$ cat src/rtl/tinyalu_pkg.sv
// rtl/tinyalu_pkg.sv - TinyALU bus opcodes, illegal-opcode range and responder FSM states
package tinyalu_pkg;

   typedef enum logic [2:0] {
      no_op  = 3'b000,
      add_op = 3'b001,
      and_op = 3'b010,
      xor_op = 3'b011,
      mul_op = 3'b100
   } operation_t;

   // Bus codes from here up are illegal; the TLM-side rst_op is never driven on the 3-bit bus.
   localparam logic [2:0] ILLEGAL_OP_MIN = 3'b101;

   typedef enum logic [1:0] {
      IDLE     = 2'b00,
      EXEC     = 2'b01,
      MUL      = 2'b10,
      WAIT_LOW = 2'b11
   } state_t;

   function automatic logic is_illegal_op(input logic [2:0] op_bits);
      return op_bits >= ILLEGAL_OP_MIN;
   endfunction

endpackage

$ cat src/rtl/tinyalu_mult_pipe.sv
// rtl/tinyalu_mult_pipe.sv - unsigned multiplier with MUL_LATENCY-1 product stages and a matching valid chain
module tinyalu_mult_pipe
   import tinyalu_pkg::*;
#(
   parameter int DATA_W      = 8,
   parameter int MUL_LATENCY = 3
) (
   input  logic                clk,
   input  logic                reset,
   input  logic                i_flush,
   input  logic                i_valid,
   input  logic [DATA_W-1:0]   i_a,
   input  logic [DATA_W-1:0]   i_b,
   output logic                o_valid,
   output logic [2*DATA_W-1:0] o_product
);

   localparam int STAGES = MUL_LATENCY - 1;

   logic [STAGES-1:0]   r_valid;
   logic [2*DATA_W-1:0] r_prod [STAGES];
   logic [2*DATA_W-1:0] w_a_ext;
   logic [2*DATA_W-1:0] w_b_ext;

   assign w_a_ext = {{DATA_W{1'b0}}, i_a};
   assign w_b_ext = {{DATA_W{1'b0}}, i_b};

   // Only the valid chain is reset/flushed; product data is meaningless without it.
   always_ff @(posedge clk or posedge reset) begin
      if (reset) begin
         r_valid <= '0;
      end else if (i_flush) begin
         r_valid <= '0;
      end else begin
         r_valid[0] <= i_valid;
         for (int i = 1; i < STAGES; i++) begin
            r_valid[i] <= r_valid[i-1];
         end
      end
   end

   always_ff @(posedge clk) begin
      r_prod[0] <= w_a_ext * w_b_ext;
      for (int i = 1; i < STAGES; i++) begin
         r_prod[i] <= r_prod[i-1];
      end
   end

   assign o_valid   = r_valid[STAGES-1];
   assign o_product = r_prod[STAGES-1];

endmodule

$ cat src/rtl/tinyalu_responder.sv
// rtl/tinyalu_responder.sv - TinyALU start/done responder; err port exists only with TINYALU_ILLEGAL_OP_ERR_EN
module tinyalu_responder
   import tinyalu_pkg::*;
#(
   parameter int DATA_W      = 8,
   parameter int MUL_LATENCY = 3
) (
   input  logic                clk,
   input  logic                reset,
   input  logic                start,
   input  logic [2:0]          op,
   input  logic [DATA_W-1:0]   A,
   input  logic [DATA_W-1:0]   B,
   output logic                done,
   output logic [2*DATA_W-1:0] result
`ifdef TINYALU_ILLEGAL_OP_ERR_EN
   ,
   output logic                err
`endif
);

   if (MUL_LATENCY < 2 || MUL_LATENCY > 8) begin : g_bad_latency
      $error("tinyalu_responder: MUL_LATENCY must be within 2..8");
   end

   function automatic logic [2*DATA_W-1:0] exec_result(input logic [2:0]        f_op,
                                                       input logic [DATA_W-1:0] f_a,
                                                       input logic [DATA_W-1:0] f_b);
      logic [DATA_W:0] sum;
      sum = {1'b0, f_a} + {1'b0, f_b};
      case (f_op)
         add_op:  return {{(DATA_W-1){1'b0}}, sum};
         and_op:  return {{DATA_W{1'b0}}, f_a & f_b};
         xor_op:  return {{DATA_W{1'b0}}, f_a ^ f_b};
         default: return '0;
      endcase
   endfunction

   state_t              r_state;
   logic [2:0]          r_op;
   logic [DATA_W-1:0]   r_a;
   logic [DATA_W-1:0]   r_b;
   logic                r_done;
   logic [2*DATA_W-1:0] r_result;
`ifdef TINYALU_ILLEGAL_OP_ERR_EN
   logic                r_err;
`endif

   logic                w_mul_start;
   logic                w_abort;
   logic                w_mul_valid;
   logic [2*DATA_W-1:0] w_mul_product;
   logic [2*DATA_W-1:0] w_exec_result;

   // The multiplier takes operands straight off the bus on the sampling edge.
   assign w_mul_start   = (r_state == IDLE) && start && (op == mul_op);
   assign w_abort       = (r_state == MUL) && !start;
   assign w_exec_result = exec_result(r_op, r_a, r_b);

   tinyalu_mult_pipe #(
      .DATA_W      (DATA_W),
      .MUL_LATENCY (MUL_LATENCY)
   ) u_mult_pipe (
      .clk       (clk),
      .reset     (reset),
      .i_flush   (w_abort),
      .i_valid   (w_mul_start),
      .i_a       (A),
      .i_b       (B),
      .o_valid   (w_mul_valid),
      .o_product (w_mul_product)
   );

   always_ff @(posedge clk or posedge reset) begin
      if (reset) begin
         r_state  <= IDLE;
         r_op     <= '0;
         r_a      <= '0;
         r_b      <= '0;
         r_done   <= 1'b0;
         r_result <= '0;
`ifdef TINYALU_ILLEGAL_OP_ERR_EN
         r_err    <= 1'b0;
`endif
      end else begin
         r_done <= 1'b0;
`ifdef TINYALU_ILLEGAL_OP_ERR_EN
         r_err  <= 1'b0;
`endif
         case (r_state)
            IDLE: begin
               if (start) begin
                  r_op <= op;
                  r_a  <= A;
                  r_b  <= B;
                  if (op == mul_op) begin
                     r_state <= MUL;
                  end else if (op != no_op) begin
                     r_state <= EXEC;
                  end
               end
            end
            EXEC: begin
               r_done   <= 1'b1;
               r_result <= w_exec_result;
`ifdef TINYALU_ILLEGAL_OP_ERR_EN
               r_err    <= is_illegal_op(r_op);
`endif
               r_state  <= WAIT_LOW;
            end
            MUL: begin
               // A dropped start means the initiator gave up; that wins over a same-edge completion.
               if (!start) begin
                  r_state <= IDLE;
               end else if (w_mul_valid) begin
                  r_done   <= 1'b1;
                  r_result <= w_mul_product;
                  r_state  <= WAIT_LOW;
               end
            end
            WAIT_LOW: begin
               if (!start) begin
                  r_state <= IDLE;
               end
            end
            default: r_state <= IDLE;
         endcase
      end
   end

   assign done   = r_done;
   assign result = r_result;
`ifdef TINYALU_ILLEGAL_OP_ERR_EN
   assign err    = r_err;
`endif

endmodule

$ cat config.mk
export PLATFORM = sky130hd
export DESIGN_NAME = tinyalu_responder
export DESIGN_NICKNAME = d
export VERILOG_FILES = /design/src/rtl/tinyalu_pkg.sv /design/src/rtl/tinyalu_mult_pipe.sv /design/src/rtl/tinyalu_responder.sv
export SDC_FILE = /design/constraint.sdc
export NUM_CORES = 1
export LEC_CHECK = 0
export BUFFER_PORTS_ARGS = -buffer_cell sky130_fd_sc_hd__buf_4
export CAP_MARGIN = 40
export CORE_ASPECT_RATIO = 0.5
export CORE_MARGIN = 2
export CORE_UTILIZATION = 62
export DETAILED_ROUTE_END_ITERATION = 10
export PLACE_DENSITY = 0.81
export SYNTH_ARGS = -nofsm -noshare
export SYNTH_HDL_FRONTEND = slang
export SYNTH_SLANG_ARGS = --single-unit
$ cat constraint.sdc
create_clock -name clk -period 3.9 [get_ports clk]
set_input_delay 0.78 -clock clk [delete_from_list [all_inputs] [get_ports clk]]
set_output_delay 0.78 -clock clk [all_outputs]
set_load 0.03 [all_outputs]
== Word-level counts from Yosys, hierarchy flattened ==
Memories as Yosys holds them, arrays and structs flattened.
Index checks and enable logic that the tools add are counted.

* Register bits: 40
* Bits in latches: 0
* Memory bits (writable): 32
* Memory bits (read-only): 0
* Input bits: 22
* Output and inout bits: 17
* Word-level logic and storage cells: 50
* Memories: 1

{| class="wikitable"
|+ Memory list
! memory !! depth !! width !! read ports !! clocked after Yosys merged registers in !! write ports !! line !! text
|-
| u_mult_pipe.r_prod || 2 || 16 || 2 || 0 || 2 || tinyalu_mult_pipe.sv:21 || <nowiki>logic [2*DATA_W-1:0] r_prod [STAGES];</nowiki>
|}

* $add $sub $neg: 1
* Multipliers: 1
* Divide/modulo/power cells: 0
* Magnitude comparators: 0
* Eq/ne operators: 13
* Shifts and indexed selects: 0
* Muxes and demuxes: 15
* Bitwise logic cells: 2
* Reductions and logical operators: 10

{| class="wikitable"
|+ Operators with widths
! cell !! number
|-
| $mux W16 || 2
|-
| $pmux W16 S2 || 1
|-
| $pmux W9 S3 || 1
|-
| $mul A8 B8 Y16 || 1
|-
| $mux W2 || 7
|-
| $add A8 B8 Y9 || 1
|-
| $and A8 B8 Y8 || 1
|-
| $pmux W2 S4 || 1
|-
| $xor A8 B8 Y8 || 1
|-
| $eq A3 B2 Y1 const B || 2
|-
| $ne A2 B2 Y1 const B || 3
|-
| $eq A2 B2 Y1 const B || 2
|-
| $reduce_and A4 Y1 || 1
|-
| $eq A3 B1 Y1 const B || 1
|-
| $eq A3 B3 Y1 const B || 1
|-
| $logic_and A1 B1 Y1 || 3
|-
| $ne A3 B1 Y1 const B || 1
|-
| $ne A3 B2 Y1 const B || 1
|-
| $reduce_and A3 Y1 || 1
|-
| $reduce_bool A3 Y1 || 1
|-
| $eq A2 B1 Y1 const B || 1
|-
| $logic_not A2 Y1 || 1
|-
| $mux W1 || 2
|-
| $ne A2 B1 Y1 const B || 1
|-
| 4 further kinds || 4
|}

== Longest topological paths before layout ==
Gate-level depths: netlist of run 1.

* Depth after elaboration: 5
* Mapped depth: 16
* Mapped depth without buffers: 16

== Modules after synthesis ==
From an unflattened synthesis of run 1, not the netlist that was laid out.

* Cells, all modules: 512
* Area total of the unflattened synthesis: 5106.1 µm²

{| class="wikitable"
|+ By module, submodules not included
! module !! instances !! cells each !! area each (µm²) !! sequential area each (µm²)
|-
| tinyalu_mult_pipe || 1 || 296 || 2941.6 || 690.7
|-
| tinyalu_responder || 1 || 216 || 2164.6 || 950.9
|}

== Least setup slack after synthesis of run 1 ==
OpenSTA, ideal clock, no wires.

* Path type: input port to flip-flop
* From: input port A[0]
* To: memory u_mult_pipe.r_prod[0][15] (netlist name)
* Setup time: 0.091 ns
* Data arrival time: 4.271 ns
* Data required time: 3.809 ns
* Path slack: -0.462 ns
* Stages: 14
* Path buffers: 0
* Cells stage by stage: nand2_1 -> fa_1 -> fa_1 -> inv_1 -> fa_1 -> inv_1 -> fa_1 -> inv_1 -> ha_1 -> o21a_1 -> a21boi_1 -> o41ai_4 -> nor2_1 -> a311oi_1

{| class="wikitable"
|+ RTL lines
! what !! line !! text
|-
| from (decl) || tinyalu_responder.sv:12 || <nowiki>input logic [DATA_W-1:0] A,</nowiki>
|-
| to (decl) || tinyalu_mult_pipe.sv:21 ||
|}

==> metrics.yaml, run 1 <==
grt_use_total_pct: 28.08
clk-insertion-delay-late_ns: 0.32
area_growth_pct: 25.93
fin_util_pct: 82.73
synth_nets: 577
yosysTopAreaCellShare_pct: 20.20
place.gp.congestion: 0.8376
cp_cell_sequence: "buf_6 -> nand2_4 -> fa_1 -> fa_1 -> inv_1 -> fa_1 -> inv_1 -> fa_1 -> inv_2 -> ha_4 -> o21a_1 -> o21ai_1 -> nand2b_1 -> a31o_2 -> a21oi_2 -> xnor2_1"
grt_max_degree: 22
fmax_mhz: 249.1
fin_nets: 662
start_util_pct: 65.69
placed_area_um2: 5710
leakagePower_uw: 0.003029
violations: "negative setup slack"
synthCells: 470
clock_skew_ns: 0.008000
drt_iter0_drc: 223
ctsHoldBuffers: 0
synth_area_leader_cell: "dfrtp_1"
grt-ovfl-total: 0
setup_slack_ns: -0.1141
synth_ff_type: "dfrtp_1"
routed_wl_um: 11520
dp_slack_ns: -0.5506
finalHoldViolCount: 0
ant_nets: 0
synth-seq-area-share_pct: 33.13
first_pass_iters: 4
fin_crit_sh_pct: 102.9
via_count: 3688
synth_most_common_cell: "and2_1"
synth_area_leaders: "dfrtp_1, fa_1, dfxtp_1"
design_area_um2: 6240
drc_errors: 0
period_minus_slack_ns: 4.014
cp_slowest_stage_delay_ns: 0.52
rsz0062_at_grt: "yes"
holdCritPathClass: "reg2reg"
yosysWarnings: 0
slew_viol_final: 0
ir_drop_uv: 359.9
timing.max_cap.violations: 0
synth-seq-cells: 72
portBuffers: 38
critPathLaunchType: "input port"
die_area_um2: 8766
cts_root_buffer: "clkbuf_16"
syn_area_um2: 4955
die_w_um: 130.4
antenna_found_initial: 1
worstPathRequired_ns: 4.11
cp.arrival_ns: 4.23
viasPerCell: 5.521
run_status: "finished with violations"
relSlewSlack_pct: 43.78
cts_tree: "done"
grt_pass1_vias: 3825
tns_ns: -0.3730
grt_pass1_wl_um: 18350
htree_levels: 3
fillCellCount: 410
die_height_um: 67.21
hpwl_um: 8082
synth_common_cells: "and2_1, inv_1, ha_1"
crit_top_cell: "fa_1"
p_per_area_nw_per_um2: 764.3
setup_violations: 5
criticalPathCategory: "in2reg"
cts_sinks: 72
diodes: 0
critPathCaptureType: "flop"
clockBufferDepth: 2
post_drt_wl_per_cell_um: 17.24
final_layout_size_suffix_gt1_share_pct: 31.61
worstPathMaxFanout: 5
synth_cell_types: 55
tritoncts.num_buffers: 9
clk_pin_slew_worst_paths_ns: 0.06
synth_edf_count: 0
io_pins: 39
rows: 22
avgSynthCellArea_um2: 10.54
async_flop_share_pct: 55.56
worst_pin_slew_ns: 0.8412
fp.coreArea_um2: 7542
critPathSlowestCell: "fa_1"
-- registers in the layout (all words and copies together) (netlist names) --
| signal | cells |
|---|---|
| r_a | 8 |
| u_mult_pipe.r_prod | 32 |
| r_state | 2 |
| r_b | 8 |
| u_mult_pipe.r_valid | 2 |
| r_op | 3 |
| done | 1 |
| result | 16 |
-- worst max-delay path, delay by kind of cell --
family                   cells  cell delay [ns]
AO/OA/AOI/OAI                4             0.75
buffers and inverters        4             0.25
adder cells (fa/ha/maj)      5             2.20
AND/OR/NAND/NOR              2             0.16
XOR/XNOR                     1             0.08
-- worst paths after layout --
path                       slack [ns]  cells after the start                                end                             start
min in group asynchronous        0.60                      2              result[8]$_DFFE_PP0P_                             reset
min reg2reg                      0.32                      0  u_mult_pipe.r_prod[0][16]$_DFF_P_  u_mult_pipe.r_prod[0][0]$_DFF_P_
max reg2reg                      1.42                      6              result[6]$_DFFE_PP0P_            r_state[0]$_DFFE_PP0P_
max                             -0.11                     16  u_mult_pipe.r_prod[0][12]$_DFF_P_                              A[5]
max in group asynchronous        2.52                      3                 r_a[1]$_DFFE_PP0P_                             reset
min                              0.32                      0  u_mult_pipe.r_prod[0][16]$_DFF_P_  u_mult_pipe.r_prod[0][0]$_DFF_P_
-- layer usage --
layer  GRT usage [%]  up-vias  wire, um
met5               0        -         0
met4           7.048        0       146
met3           7.924       16       654
met2           48.63       96      5514
met1           35.62     1827      5203
li1                -     1749         -
-- timing repair --
action	CTS	global route
buffers inserted	0	5
pin swaps	25	9
setup endpoints to repair	7	7
gates resized for setup	38	11
-- cells by family after synthesis --
kind of cell    share of synthesized area (%)
compound gates                          11.74
xor+xnor                                2.121
fa+ha+maj                               27.07
buf+inv                                 5.404
flops                                   33.13
mux                                     6.439
simple gates                            14.09
-- layout by cell type, fill, tap and decap left out, types with 3 or more instances in the layout --
master | synthesis | routed
xnor2_1 | 9 | 7
ha_4 | 0 | 6
nor2_1 | 30 | 29
nand2_2 | 0 | 3
dfrtp_1 | 40 | 40
nor3_1 | 3 | 3
o21ai_0 | 9 | 6
o21a_1 | 3 | 3
a21o_1 | 7 | 7
a221oi_1 | 5 | 5
fa_2 | 0 | 4
clkbuf_16 | 0 | 10
nand2_1 | 25 | 20
xor2_1 | 3 | 3
a21oi_2 | 1 | 4
mux2_2 | 26 | 26
a22o_1 | 13 | 13
inv_1 | 52 | 48
and2_1 | 53 | 43
a31oi_1 | 3 | 3
nor2b_1 | 6 | 5
buf_6 | 2 | 7
buf_8 | 0 | 3
ha_1 | 48 | 41
nand2b_1 | 3 | 3
inv_2 | 0 | 4
and2_4 | 0 | 10
dfxtp_1 | 32 | 32
fa_1 | 37 | 33
buf_4 | 1 | 73
a21oi_1 | 18 | 14
nand3_1 | 4 | 4
-- power breakdown --
part	internal [uW]	leakage, uW	switching (uW)
registers	1060	0.000764	206
clock network	485	0.000144	300
logic	1350	0.00212	1370
total	2890	0.00303	1870
-- metrics by stage --
| stage | power [uW] | cells | hold slack, ns |
|---|---|---|---|
| after floorplan | 3052 | 470 | 0.3096 |
| final | 4769 | 668 | 0.3232 |
| after detailed placement | 3690 | 647 | 0.3121 |
| after global placement | 3609 | 647 | 0.3103 |
| after CTS | 4593 | 663 | 0.3246 |
| after global routing | 5112 | 668 | 0.3301 |
-- area by class of cell --
class	count	area, um^2	share of cell area, %
Tap cell	108	135.1	2.166
Timing Repair Buffer	84	691.9	11.09
Clock inverter	4	26.28	0.4211
Sequential cell	72	1642	26.31
Inverter	52	195.2	3.128
Clock buffer	12	267.8	4.291
Multi-Input combinational cell	336	3282	52.60
Power figures use the tool's default switching activity.
==> inputs of run 2 (changes only) <==
--- a/config.mk
+++ b/config.mk
@@ -5,13 +5,14 @@
 export SDC_FILE = /design/constraint.sdc
 export NUM_CORES = 1
 export LEC_CHECK = 0
+export ABC_AREA = 1
 export BUFFER_PORTS_ARGS = -buffer_cell sky130_fd_sc_hd__buf_4
 export CAP_MARGIN = 40
 export CORE_ASPECT_RATIO = 0.5
 export CORE_MARGIN = 2
 export CORE_UTILIZATION = 62
 export DETAILED_ROUTE_END_ITERATION = 10
-export PLACE_DENSITY = 0.81
+export PLACE_DENSITY_LB_ADDON = 0.05
 export SYNTH_ARGS = -nofsm -noshare
 export SYNTH_HDL_FRONTEND = slang
 export SYNTH_SLANG_ARGS = --single-unit
==> run 2 against run 1 <==
Utilization down 4.2 points; cell area decreased by 0.38%; highest routed layer unchanged; final cell count grew 21%; critical path type unchanged; the run still ends with negative setup slack left; largest cell class unchanged; non-clock buffer count decreased by 2; total power decreased by 5.1%; global-route usage down 0.86 points; worst setup slack improved by 0.10 ns; combinational power shrank 11%.
==> metrics.yaml, run 2 <==
run_status: "finished with violations"
violations: "negative setup slack"
dp.cells: 786  # +21%
synth_ff_type: "dfrtp_1"
synth_most_common_cell: "nand2_1"
relSlewSlack_pct: 57.08  # +13 points
clockPowerShare_pct: 20.0  # +3.5 points
grt_use_met3_pct: 6.498  # -1.4 points
io_pins: 39  # unchanged
busiest_layer: "met2"
reg2reg_depth: 9  # +3
crit_top_cell: "fa_1"
whs_path_depth: 0  # unchanged
placed_area_um2: 5736  # +0.44%
mostFrequentLayoutCell: "nand2_1"
timing.max_cap.violations: 0  # unchanged
p_per_area_nw_per_um2: 728.3  # -4.7%
routed_wl_um: 11290  # -1.9%
htree_levels: 3  # unchanged
fin_nets: 795  # +20%
worstPathRequired_ns: 4.12  # about the same
antenna_found_initial: 0  # -1
fin_cells: 805  # +21%
die_height_um: 67.52  # +0.45%
area_growth_pct: 24.26
syn_area_um2: 5002  # +0.96%
via_count: 4104  # +11%
cp_slowest_stage_delay_ns: 0.53  # about the same
die_w_um: 131.0  # +0.46%
final_cell_mix: "nand2_1, inv_1, buf_4"
grt_max_degree: 41  # +86%
critPathCaptureType: "flop"
viasPerCell: 5.098  # -7.7%
criticalPathCategory: "in2reg"
min_from: "u_mult_pipe.r_prod[0][15]$_DFF_P_"
grtUsageMet2_pct: 47.60  # -1.0 points
place.gp.congestion: 0.8797  # +5.0%
fin_util_pct: 78.55  # -4.2 points
tritoncts.num_buffers: 9  # unchanged
setup_violations: 3  # -2
fp.coreArea_um2: 7914  # +4.9%
period_minus_slack_ns: 3.914  # -0.1001 ns
post_drt_wl_per_cell_um: 14.03  # -19%
synth_area_leaders: "dfrtp_1, fa_1, dfxtp_1"
sw_frac_of_total_pct: 41.15  # +1.9 points
async_flop_share_pct: 55.56  # unchanged
critPathSlowestCell: "fa_1"
synth_edf_count: 0  # unchanged
cp.arrival_ns: 4.14  # -0.09 ns
rows: 23  # +4.5%
critPathLaunchType: "input port"
yosysTopAreaCellShare_pct: 20.01  # -0.19 points
worst_pin_slew_ns: 0.6423  # -0.1989 ns
leakagePower_uw: 0.003572  # +18%
setup.worst_path.start: "B[4]"
yosysWarnings: 0  # unchanged
clockBufferDepth: 2  # unchanged
synthCells: 617  # +31%
path_depth: 17  # +1
drc_errors: 0  # unchanged
synth-seq-cells: 72  # unchanged
start_util_pct: 63.21  # -2.5 points
drt_iter0_drc: 282  # +26%
avgSynthCellArea_um2: 8.107  # -23%
finalHoldViolCount: 0  # unchanged
synth_area_leader_cell: "dfrtp_1"
hpwl_um: 8248  # +2.1%
design_area_um2: 6216  # -0.38%
hold_ws_ns: 0.3215  # -0.001652 ns
finalPower_uw: 4527  # -5.1%
clk_pin_slew_worst_paths_ns: 0.06  # about the same
grt_use_met1_pct: 34.43  # -1.2 points
cts_tree: "done"
cts_sinks: 72  # unchanged
grt_pass1_vias: 3967  # +3.7%
p_switching_uw: 1863  # -0.61%
synth_cell_types: 36  # -35%
diodes: 0  # unchanged
first_pass_iters: 5  # +1
fmax_mhz: 255.5  # +2.6%
grt_use_total_pct: 27.22  # -0.86 points
synth_nets: 724  # +25%
rsz0062_at_grt: "yes"
worstPathMaxFanout: 8  # +3
synth-seq-area-share_pct: 32.82  # -0.31 points
setup_slack_ns: -0.01402  # +0.1001 ns
critPathBufInv: 5  # +1
synth_common_cells: "nand2_1, inv_1, ha_1"
fin_crit_sh_pct: 100.4  # -2.6 points
die_area_um2: 8846  # +0.92%
combPwrFrac_pct: 53.6  # -3.5 points
p_int_uw: 2664  # -8.0%
final_layout_size_suffix_gt1_share_pct: 20.63  # -11 points
pwr-share-seq_pct: 26.4  # about the same
ctsHoldBuffers: 0  # unchanged
clk-insertion-delay-late_ns: 0.33  # about the same
clock_skew_ns: 0.009832  # +0.001832 ns
holdCritPathClass: "reg2reg"
largest_reg_flops: 32  # unchanged
portBuffers: 38  # unchanged
rr_startpoint: "r_state[0]$_DFFE_PP0P_"
grt_pass1_wl_um: 18140  # -1.1%
grt-ovfl-total: 0  # unchanged
ir_drop_uv: 367.1  # +2.0%
cts_root_buffer: "clkbuf_16"
slew_viol_final: 0  # unchanged
ant_nets: 0  # unchanged
critPathTopFamily: "adder cells"
top_register: "u_mult_pipe.r_prod"
cp_cell_sequence: "buf_6 -> nand2_2 -> inv_1 -> fa_1 -> fa_1 -> fa_1 -> inv_1 -> fa_1 -> inv_2 -> ha_4 -> nand2_4 -> nor2_2 -> nand2_1 -> o211ai_1 -> buf_4 -> a21oi_2 -> xor2_1"
-- run 2: worst paths after layout --
check,end,slack [ns]
min in group asynchronous,result[13]$_DFFE_PP0P_,0.57
setup / recovery,u_mult_pipe.r_prod[0][14]$_DFF_P_,-0.01
setup reg to reg,result[7]$_DFFE_PP0P_,1.56
hold reg to reg,u_mult_pipe.r_prod[0][31]$_DFF_P_,0.32
hold / removal,u_mult_pipe.r_prod[0][31]$_DFF_P_,0.32
max in group asynchronous,r_b[6]$_DFFE_PP0P_,2.94
-- run 2: kinds of logic after synthesis --
family,Yosys count,synth area share [%]
buf+inv,158,12.13
fa+ha+maj,85,26.81
xor+xnor,12,2.101
simple gates,218,17.48
flops,72,32.82
compound gates,72,8.655
-- run 2: timing repair --
item,in CTS,in global routing
buffers inserted,0,3
resized for setup,0,33
endpoints found under the setup margin,0,5
-- run 2: layout make-up --
| type | count | area (um^2) |
|---|---|---|
| repair buffers | 82 | 674.4 |
| inverters | 136 | 515.5 |
| flip-flops and latches | 72 | 1642 |
| clock inverters | 5 | 65.06 |
| well taps | 112 | 140.1 |
| clock buffers | 11 | 275.3 |
| multi-input cells | 387 | 2904 |
| fillers | 552 | 1698 |
-- run 2: routing by layer --
layer / wire length, um / share of wire [%]
met5: 0 / 0
met4: 190 / 1.7
met3: 633 / 5.6
met2: 5577 / 49
met1: 4893 / 43
-- run 2: metrics by stage --
step,setup TNS [ns],setup WS [ns]
6_report,-0.03261,-0.01402
2_1_floorplan,-0.3558,-0.1100
3_3_place_gp,-1.344,-0.2149
3_5_place_dp,-1.764,-0.2851
4_1_cts,0,0.04456
5_1_grt,-0.3614,-0.1067
-- run 2: power by group through the flow --
stage	clock network [uW]	logic, uW	registers (uW)
2_1_floorplan	0	1520	1270
3_3_place_gp	0	2200	1190
3_5_place_dp	0	2250	1200
4_1_cts	912	2300	1190
5_1_grt	951	2720	1220
6_report	906	2430	1190
==> inputs of run 3 (changes only) <==
--- a/config.mk
+++ b/config.mk
@@ -8,9 +8,11 @@
 export ABC_AREA = 1
 export BUFFER_PORTS_ARGS = -buffer_cell sky130_fd_sc_hd__buf_4
 export CAP_MARGIN = 40
+export CELL_PAD_IN_SITES_DETAIL_PLACEMENT = 2
+export CELL_PAD_IN_SITES_GLOBAL_PLACEMENT = 2
 export CORE_ASPECT_RATIO = 0.5
 export CORE_MARGIN = 2
-export CORE_UTILIZATION = 62
+export CORE_UTILIZATION = 39
 export DETAILED_ROUTE_END_ITERATION = 10
 export PLACE_DENSITY_LB_ADDON = 0.05
 export SYNTH_ARGS = -nofsm -noshare
==> run 3 against run 2 <==
The run still ends with negative setup slack left; clock power shrank 5.6%; count of clock-buffer cells in the layout shrank 2; first-iteration DRC count decreased by 51%; worst setup slack worse by 0.25 ns; fmax is 6.0% lower; final cell count up 8.0%; sequential cell count stayed put; wire length rose by 67%; largest power group unchanged.
==> metrics.yaml, run 3 (synthesis gave the netlist of run 2 again) <==
worstReg2RegEnd: "result[3]$_DFFE_PP0P_"
die_w_um: 164.2  # +25%
fin_util_pct: 50.55  # -28 points
rsz0062_at_grt: "yes"
post_drt_wl_per_cell_um: 21.70  # +55%
io_pins: 39  # unchanged
start_util_pct: 39.73  # -23 points
critPathSlowestCell: "fa_1"
crit_path_end: "u_mult_pipe.r_prod[0][14]$_DFF_P_"
rr_startpoint: "r_state[0]$_DFFE_PP0P_"
combPwrFrac_pct: 58.2  # +4.6 points
hpwl_um: 12130  # +47%
p_int_uw: 2714  # +1.9%
cts_sinks: 72  # unchanged
place.gp.congestion: 0.7604  # -14%
routed_wl_um: 18860  # +67%
grt_max_degree: 41  # unchanged
antenna_found_initial: 0  # unchanged
reg2reg_depth: 9  # unchanged
area_growth_pct: 27.24
placed_area_um2: 5846  # +1.9%
clockBufferDepth: 2  # unchanged
fmax_mhz: 240.2  # -6.0%
rrSetupSlack_ns: 1.44  # -0.12 ns
tritoncts.num_buffers: 9  # unchanged
grt_use_total_pct: 25.96  # -1.3 points
worst_pin_slew_ns: 0.6398  # -0.002518 ns
critPathCaptureType: "flop"
sw_frac_of_total_pct: 45.08  # +3.9 points
period_minus_slack_ns: 4.163  # +0.2491 ns
cts_tree: "done"
setup_slack_ns: -0.2631  # -0.2491 ns
multiInputGateArea_um2: 2975  # +2.5%
via_count: 4404  # +7.3%
diodes: 0  # unchanged
crit_top_cell: "fa_1"
cp_cell_sequence: "buf_6 -> buf_4 -> nand2_1 -> inv_1 -> fa_2 -> fa_1 -> fa_1 -> inv_1 -> fa_1 -> inv_2 -> ha_4 -> nand2_2 -> nor2_4 -> nand2_1 -> o211ai_1 -> buf_4 -> a21oi_2 -> xor2_1"
htree_levels: 3  # unchanged
cp.arrival_ns: 4.39  # +0.25 ns
clock_skew_ns: 0.009257  # -0.0005752 ns
clk-insertion-delay-late_ns: 0.35  # +0.02 ns
fp.coreArea_um2: 12590  # +59%
die_height_um: 84.08  # +25%
setup.worst_path.start: "B[2]"
timing.max_cap.violations: 0  # unchanged
grt_pass1_vias: 5096  # +28%
setup_violations: 9  # +6
drc_errors: 0  # unchanged
portBuffers: 38  # unchanged
grt_pass1_wl_um: 27230  # +50%
worstPathMaxFanout: 6  # -2
ir_drop_uv: 314.4  # -14%
clockPowerShare_pct: 17.3  # -2.7 points
mostFrequentLayoutCell: "nand2_1"
p_switching_uw: 2228  # +20%
grt-ovfl-total: 0  # unchanged
critPathLaunchType: "input port"
first_pass_iters: 4  # -1
largest_reg_flops: 32  # unchanged
rows: 29  # +26%
p_per_area_nw_per_um2: 776.4  # +6.6%
violations: "negative setup slack"
holdCritPathClass: "reg2reg"
worstPathRequired_ns: 4.13  # about the same
cp_slowest_stage_delay_ns: 0.59  # +0.06 ns
path_depth: 18  # +1
critPathBufInv: 6  # +1
die_area_um2: 13800  # +56%
drt_iter0_drc: 139  # -51%
viasPerCell: 5.068  # -0.59%
slew_viol_final: 0  # unchanged
ctsHoldBuffers: 0  # unchanged
pwr-share-seq_pct: 24.5  # -1.9 points
top_register: "u_mult_pipe.r_prod"
register_area_um2: 1642  # unchanged
final_layout_size_suffix_gt1_share_pct: 22.75  # +2.1 points
fillCellCount: 1377  # +150%
fin_crit_sh_pct: 106.7  # +6.4 points
final_cell_mix: "nand2_1, inv_1, buf_4"
cts_root_buffer: "clkbuf_16"
design_area_um2: 6365  # +2.4%
fin_nets: 801  # +0.75%
clk_pin_slew_worst_paths_ns: 0.07  # about the same
run_status: "finished with violations"
leakagePower_uw: 0.003591  # +0.53%
ant_nets: 0  # unchanged
relSlewSlack_pct: 57.30  # +0.22 points
criticalPathCategory: "in2reg"
critPathTopFamily: "adder cells"
tns_ns: -1.625  # -1.592 ns
finalPower_uw: 4942  # +9.2%
finalHoldViolCount: 0  # unchanged
run 3: worst reg2reg max path, stage by stage (launching register included):
cell and delay [ns]:
dfrtp_1 0.44, inv_1 0.11, ha_1 0.51, nand2_2 0.17, nor2_4 0.34, inv_2 0.07
o21ai_2 0.22, inv_6 0.17, a21oi_1 0.21, a21oi_1 0.09
run 3: metal layers:
| layer | share of wire (%) | vias to the layer above | global-route usage, % |
|---|---|---|---|
| li1 | - | 2024 | - |
| met1 | 43 | 2241 | 32.85 |
| met2 | 50 | 99 | 45.49 |
| met3 | 3.6 | 40 | 4.570 |
| met4 | 2.7 | 0 | 7.257 |
| met5 | 0 | - | 0 |
run 3: stage by stage:
step	hold WS, ns	setup slack (ns)	instances
finish	0.3181	-0.2631	869
detailed placement	0.3146	-0.4549	849
global placement	0.3099	-0.2871	849
global route	0.3337	-0.3573	869
floorplan	0.3096	-0.1100	617
CTS	0.3178	-0.01321	866
run 3: what timing repair did:
action,4_1_cts,5_1_grt
pin swaps,7,15
buffers inserted,1,3
setup endpoints to repair,6,9
resized for setup,23,27
run 3: area by class of cell:
type	instances	share of cell area, %
inverter	136	8.099
timing repair buffer	88	11.38
sequential	72	25.79
clock buffer	9	3.538
clock inverter	7	1.101
multi-input combinational	387	46.75
tap	170	3.342
run 3: power by group through the flow:
stage / Combinational (uW) / Sequential [uW] / Clock, uW
4_1_cts: 2570 / 1200 / 854
5_1_grt: 3160 / 1240 / 905
3_3_place_gp: 2330 / 1200 / 0
6_report: 2880 / 1210 / 855
3_5_place_dp: 2490 / 1220 / 0
2_1_floorplan: 1520 / 1270 / 0
run 3: how the worst min path moves through the flow:
stage / start / endpoint / slack [ns] / depth (start not counted)
floorplan: u_mult_pipe.r_prod[0][0]$_DFF_P_ / u_mult_pipe.r_prod[0][16]$_DFF_P_ / 0.31 / 0
global placement: u_mult_pipe.r_prod[0][9]$_DFF_P_ / u_mult_pipe.r_prod[0][25]$_DFF_P_ / 0.31 / 0
detailed placement: u_mult_pipe.r_prod[0][15]$_DFF_P_ / u_mult_pipe.r_prod[0][31]$_DFF_P_ / 0.31 / 0
CTS: u_mult_pipe.r_prod[0][6]$_DFF_P_ / u_mult_pipe.r_prod[0][22]$_DFF_P_ / 0.32 / 0
global route: u_mult_pipe.r_prod[0][14]$_DFF_P_ / u_mult_pipe.r_prod[0][30]$_DFF_P_ / 0.33 / 0
finish: u_mult_pipe.r_prod[0][6]$_DFF_P_ / u_mult_pipe.r_prod[0][22]$_DFF_P_ / 0.32 / 0
